$ cat src/rtl/booth_pkg.sv
// Shared types and sizing helpers for the radix-4 Booth multiplier.
// Latency: n/a (declarations only).
// Backpressure: n/a.
package booth_pkg;

  // Controller states: waiting for a request, or retiring multiplier digits.
  typedef enum logic {
    IDLE = 1'b0,
    CALC = 1'b1
  } state_t;

  // Radix-4 Booth digit selected from a 3-bit multiplier window.
  typedef enum logic [2:0] {
    ZERO = 3'd0,
    POS1 = 3'd1,
    POS2 = 3'd2,
    NEG1 = 3'd3,
    NEG2 = 3'd4
  } digit_t;

  // Iterations needed to consume a (W+2)-bit extended multiplier two bits at a time.
  function automatic int booth_iter(input int w);
    return w / 2 + 1;
  endfunction

  // Accumulator width: room for +/-2M on top of a (W+2)-bit extended operand.
  function automatic int booth_acc_w(input int w);
    return w + 4;
  endfunction

endpackage

$ cat src/rtl/booth_r4_encoder.sv
// Combinational radix-4 Booth recoder: 3-bit window -> digit -> sign-extended addend.
// Latency: 0 cycles (pure combinational).
// Backpressure: none; output follows inputs.
module booth_r4_encoder
  import booth_pkg::*;
#(
  parameter int W = 32
) (
  input  logic [2:0]   i_window,
  input  logic [W+1:0] i_m,
  output logic [W+3:0] o_addend
);

  digit_t       w_digit;
  logic [W+3:0] w_m1;
  logic [W+3:0] w_m2;

  // Sign-extended copies of M and 2M at accumulator width.
  always_comb begin
    w_m1 = {{2{i_m[W+1]}}, i_m};
    w_m2 = {i_m[W+1], i_m, 1'b0};
  end

  // Window {q[i+1], q[i], q[i-1]} to Booth digit.
  always_comb begin
    w_digit = ZERO;
    case (i_window)
      3'b000, 3'b111: w_digit = ZERO;
      3'b001, 3'b010: w_digit = POS1;
      3'b011:         w_digit = POS2;
      3'b100:         w_digit = NEG2;
      3'b101, 3'b110: w_digit = NEG1;
      default:        w_digit = ZERO;
    endcase
  end

  // Digit to two's-complement addend.
  always_comb begin
    o_addend = '0;
    case (w_digit)
      ZERO:    o_addend = '0;
      POS1:    o_addend = w_m1;
      POS2:    o_addend = w_m2;
      NEG1:    o_addend = -w_m1;
      NEG2:    o_addend = -w_m2;
      default: o_addend = '0;
    endcase
  end

endmodule

$ cat src/rtl/booth_radix4_multiply.sv
// Sequential radix-4 Booth multiplier, signed/unsigned at runtime; optional MAC via BOOTH_MAC_EN.
// Latency: DONE pulses DATAWIDTH/2+1 cycles after the accepting START edge.
// Backpressure: START is ignored while BUSY; no queueing, one result per ITER+1 cycles.
module booth_radix4_multiply
  import booth_pkg::*;
#(
  parameter int DATAWIDTH = 32
) (
  input  logic                   i_clk,
  input  logic                   i_rst,
  input  logic                   i_start,
  input  logic                   i_signed_mode,
  input  logic [DATAWIDTH-1:0]   i_a,
  input  logic [DATAWIDTH-1:0]   i_b,
`ifdef BOOTH_MAC_EN
  input  logic                   i_accum,
`endif
  output logic [2*DATAWIDTH-1:0] o_result,
  output logic                   o_busy,
  output logic                   o_done
);

  localparam int W     = DATAWIDTH;
  localparam int ITER  = booth_iter(W);
  localparam int ACC_W = booth_acc_w(W);
  localparam int CNT_W = $clog2(ITER + 1);

  if (((DATAWIDTH % 2) != 0) || (DATAWIDTH < 4)) begin : g_bad_width
    $error("booth_radix4_multiply: DATAWIDTH must be even and >= 4");
  end

  state_t             r_state;
  state_t             w_state_nxt;
  logic [W+1:0]       r_m;
  logic [W+1:0]       r_q;
  logic               r_qm1;
  logic [ACC_W-1:0]   r_acc;
  logic [CNT_W-1:0]   r_cnt;
  logic [2*W-1:0]     r_result;
  logic               r_done;
`ifdef BOOTH_MAC_EN
  logic               r_accum;
`endif

  logic               w_last;
  logic [ACC_W-1:0]   w_addend;
  logic [ACC_W-1:0]   w_sum;
  logic [2*W+6:0]     w_shift;
  logic [ACC_W-1:0]   w_acc_nxt;
  logic [W+1:0]       w_q_nxt;
  logic               w_qm1_nxt;
  logic [2*W-1:0]     w_prod;
  logic [W+1:0]       w_a_ext;
  logic [W+1:0]       w_b_ext;

  booth_r4_encoder #(.W(W)) u_enc (
    .i_window (r_q[1:0] == 2'b00 ? {2'b00, r_qm1} : {r_q[1:0], r_qm1}),
    .i_m      (r_m),
    .o_addend (w_addend)
  );

  // Operand extension for the requested signedness.
  always_comb begin
    w_a_ext = i_signed_mode ? {{2{i_a[W-1]}}, i_a} : {2'b00, i_a};
    w_b_ext = i_signed_mode ? {{2{i_b[W-1]}}, i_b} : {2'b00, i_b};
  end

  // One Booth step: add the digit's addend, then shift {ACC,Q,q-1} right by two.
  always_comb begin
    w_sum     = r_acc + w_addend;
    w_shift   = $signed({w_sum, r_q, r_qm1}) >>> 2;
    w_acc_nxt = w_shift[2*W+6:W+3];
    w_q_nxt   = w_shift[W+2:1];
    w_qm1_nxt = w_shift[0];
    w_prod    = {w_acc_nxt[W-3:0], w_q_nxt};
  end

  // Next-state logic: accept START only in IDLE, return after the final iteration.
  always_comb begin
    w_state_nxt = r_state;
    w_last      = (r_cnt == CNT_W'(ITER - 1));
    case (r_state)
      IDLE:    if (i_start) w_state_nxt = CALC;
      CALC:    if (w_last)  w_state_nxt = IDLE;
      default: w_state_nxt = IDLE;
    endcase
  end

  // State register, operand/accumulator datapath and registered result.
  always_ff @(posedge i_clk) begin
    if (i_rst) begin
      r_state  <= IDLE;
      r_m      <= '0;
      r_q      <= '0;
      r_qm1    <= 1'b0;
      r_acc    <= '0;
      r_cnt    <= '0;
      r_result <= '0;
      r_done   <= 1'b0;
`ifdef BOOTH_MAC_EN
      r_accum  <= 1'b0;
`endif
    end else begin
      r_state <= w_state_nxt;
      r_done  <= 1'b0;
      case (r_state)
        IDLE: begin
          if (i_start) begin
            r_m   <= w_a_ext;
            r_q   <= w_b_ext;
            r_qm1 <= 1'b0;
            r_acc <= '0;
            r_cnt <= '0;
`ifdef BOOTH_MAC_EN
            r_accum <= i_accum;
`endif
          end
        end
        CALC: begin
          r_acc <= w_acc_nxt;
          r_q   <= w_q_nxt;
          r_qm1 <= w_qm1_nxt;
          r_cnt <= r_cnt + CNT_W'(1);
          if (w_last) begin
            r_done <= 1'b1;
`ifdef BOOTH_MAC_EN
            r_result <= r_accum ? (r_result + w_prod) : w_prod;
`else
            r_result <= w_prod;
`endif
          end
        end
        default: ;
      endcase
    end
  end

  // Output mapping.
  always_comb begin
    o_result = r_result;
    o_busy   = (r_state == CALC);
    o_done   = r_done;
  end

endmodule

$ cat config.mk
export PLATFORM = sky130hd
export DESIGN_NAME = booth_radix4_multiply
export DESIGN_NICKNAME = d
export VERILOG_FILES = /design/src/rtl/booth_pkg.sv /design/src/rtl/booth_r4_encoder.sv /design/src/rtl/booth_radix4_multiply.sv
export SDC_FILE = /design/constraint.sdc
export NUM_CORES = 1
export LEC_CHECK = 0
export CAP_MARGIN = 25
export CORE_MARGIN = 5
export CORE_UTILIZATION = 57
export CTS_BUF_LIST = sky130_fd_sc_hd__clkbuf_2 sky130_fd_sc_hd__clkbuf_4 sky130_fd_sc_hd__clkbuf_8
export DETAILED_ROUTE_END_ITERATION = 8
export PLACE_DENSITY = 0.82
export REMOVE_ABC_BUFFERS = 1
export SLEW_MARGIN = 10
export SYNTH_ARGS = -nofsm -noshare
export SYNTH_HDL_FRONTEND = slang
export SYNTH_SLANG_ARGS = --single-unit
$ cat constraint.sdc
create_clock -name i_clk -period 7.2 [get_ports i_clk]
set_input_delay 1.44 -clock i_clk [delete_from_list [all_inputs] [get_ports i_clk]]
set_output_delay 1.44 -clock i_clk [all_outputs]
set_load 0.005 [all_outputs]
==> key figures <==
Status
  – Status: complete, no violations

CTS
  – Clk_lat worst skew: 0.48 ns
  – H-tree levels: 4
  – Num CTS Buffers: 17
  – Worst-case clock buffer depth: 2
  – TritonCTS clock tree: done
  – Clk pin slew, worst setup/hold paths: 0.10 ns
  – Post_cts resized: 0
  – CTS Root Cell: clkbuf_8
  – Hold_buf cts: 0
  – Post-CTS Setup Inserts: 0
  – Clock sink total: 173

Layout
  – Post-layout nets: 1519
  – Layout cell share with drive strength beyond 1: 0.0464
  – Fillcell total: 1531
  – Design area: 0.0116 mm²
  – Finished Layout Cells: 1647
  – # diodes: 0
  – Layout Utilization: 0.680
  – Layout area overhead: 18.4%

Yosys
  – Synth area leader: dfxtp_1
  – Cells after Synth: 1340
  – Yosys cell types: 56
  – Avg Inst Size Synth: 7.34 µm²
  – Asr flop ratio synth: 0
  – Yosys top cell area share: 0.352
  – Top-count cell post-synth: nand2_1
  – Synth warn: 0
  – Sequential-to-total area share from yosys stat: 0.352
  – Mapped cell area: 0.00983 mm²
  – Post-synth top flop: dfxtp_1
  – Dominant cells by area after synthesis: dfxtp_1 (35%), a21oi_1 (11%), nand2_1 (9.1%)
  – #FFs+latches synth: 173
  – Post-synth EDFFs: 0
  – Commonest cells in the netlist: nand2_1 (239), a21oi_1 (208), dfxtp_1 (173)

Drt
  – Final wirelength: 25800 µm
  – Pre-Repair DR Iteration Count: 5
  – Routed WL per cell: 15.7 µm
  – Vias post-DR: 9627
  – Initial drt markers: 684
  – Post-route ant nets: 0
  – Via density per instance: 5.85
  – # DRC: 0

STA
  – RSZ-0062 raised after global routing: no
  – Slew Viols, Final: 0
  – Max Clock Skew: 0.0193 ns
  – Fmax: 0.198 GHz
  – Slew margin rel.: 0.311
  – Finish-stage setup viols: 0
  – Fin. Hold Viols: 0
  – Crit path time final: 5.05 ns
  – Slew at the pin closest to its max-slew limit: 1.03 ns
  – TNS Setup: 0 ns
  – Post-route setup slack: 2.15 ns
  – Final Cycle Share: 0.702
  – Worst Hold Slack: 0.458 ns

Global route
  – Largest net degree at the start of global routing: 104
  – GRT Util Overall: 0.250
  – Antenna violations before repair: 0
  – First-pass GRT wire length: 41600 µm
  – Grt total ovfl: 0
  – Vias in the first global route: 8567

Pwr
  – Sequential Power Share: 0.476
  – Cell Int Power: 1.50 mW
  – PD cells: 185 mW/mm²
  – Static Leak: 4.65 nW
  – Sw Ratio: 0.301
  – Combinational fraction of design power: 0.170
  – Peak supply drop: 0.118 mV
  – P_sw: 648 µW
  – Total power: 2.15 mW
  – Clk pwr share: 0.354

Floorplan
  – Chip height: 141 µm
  – # rows: 48
  – Core Area: 0.0171 mm²
  – Initial core utilization: 0.574
  – I/O pins: 134
  – Die area: 0.0200 mm²
  – DIE WIDTH: 141 µm

Critical path
  – Crit-path slowest cell: or4_4
  – Crit-path max cell delay: 0.57 ns
  – Crit-path leading delay family: simple AND/OR/NAND/NOR gates
  – Critical-path cell list: or4_4, or4_4, or3_1, nor3_1, xnor2_1, a22oi_1, nand2_1, ha_1, a21oi_1, o21ai_0, a21o_1, a2111oi_0, or3_1, nand4_1, a41oi_1, xor2_1, o21ai_0
  – Arrival @ worst endpoint: 5.40 ns
  – Worst path depth: 17
  – Critical path type: register to register
  – Crit path launch type: register
  – Crit path max fanout: 11
  – CP Capture Type: register
  – Buf/Inv on CP: 0
  – Required time worst endpoint: 7.55 ns
  – Worst Reg-to-Reg Cells: 17

Placement
  – Placed cells: 1613
  – Placed Area: 0.0112 mm²
  – GPL Wtd Cong: 0.946
  – Detail Placement HPWL: 17800 µm
  – Pre-CTS setup slack: 2.19 ns
  – Port buffer count: 133

Worst hold path
  – Worst hold path class: register to register
  – Worst Hold Path Cells: 2

Flow run
  – Max-Cap Viols: 0
## flip-flops by register name, indices dropped and copies added (netlist names)
name,cells
o_busy,1
o_done,1
o_result,64
r_acc,34
r_cnt,5
r_m,33
r_q,34
r_qm1,1
## layer usage
metal,share of wire,vias up,GRT usage
met1,0.46,4413,0.349
li1,-,4851,-
met3,0.070,27,0.0431
met4,0.011,0,0.0576
met2,0.46,336,0.406
met5,0,-,0
## layout make-up
cell class	instances	area, µm²	share of cell area
Timing Repair Buffer	146	1450	0.124
Sequential cell	173	3470	0.298
Clock inverter	14	200	0.0172
Clock buffer	18	248	0.0213
Tap cell	225	282	0.0242
Inverter	13	48.8	0.00419
Multi-Input combinational cell	1058	5940	0.511
## final timing paths
kind	slack, ns	to	startpoint
setup reg to reg	2.15	r_acc[32]	r_m[6]
setup / recovery	2.15	r_acc[32]	r_m[6]
hold reg to reg	0.46	o_result[4]	o_result[4]
hold / removal	0.46	o_result[4]	o_result[4]
## layout by cell type (no fill, tap or decap), types with 8 or more instances in the layout
cell type,synthesis,layout
nand3_1,21,21
a31oi_1,9,9
buf_4,0,12
dfxtp_1,173,172
nor2_1,162,161
xor2_1,15,15
mux2i_1,33,33
nand2_1,239,239
or3_1,21,21
nor3_1,30,30
clkbuf_8,0,18
ha_1,41,41
and3_1,33,33
a21oi_1,208,208
a22oi_1,14,14
o211ai_1,9,9
clkdlybuf4s50_1,0,131
o21ai_0,69,69
xnor2_1,24,24
o21a_1,8,8
o311ai_0,10,10
a21o_1,18,18
inv_1,13,13
## logic make-up after synthesis
group,Yosys count,share of synthesized area
xor gates and xnor gates,39,0.0348
adders and majority gates,42,0.0542
and+or+nand+nor,555,0.250
muxes,33,0.0336
DFF,173,0.352
buffers and inverters,109,0.0433
AOI/OAI and AO/OA,389,0.232
## power by group through the flow
stage | Clock [mW] | Combinational [mW] | Sequential [mW]
after detailed placement | 0 | 0.357 | 1.05
after CTS | 0.768 | 0.359 | 1.02
after global routing | 0.815 | 0.405 | 1.03
after floorplan | 0 | 0.229 | 1.04
final | 0.762 | 0.365 | 1.02
after global placement | 0 | 0.349 | 1.04
## tightest hold or removal path, stage by stage (launching register included)
cell and delay, ns:
dfxtp_1 0.32, nand2_1 0.05, a21oi_1 0.05
(Power assumes the default switching activity.)
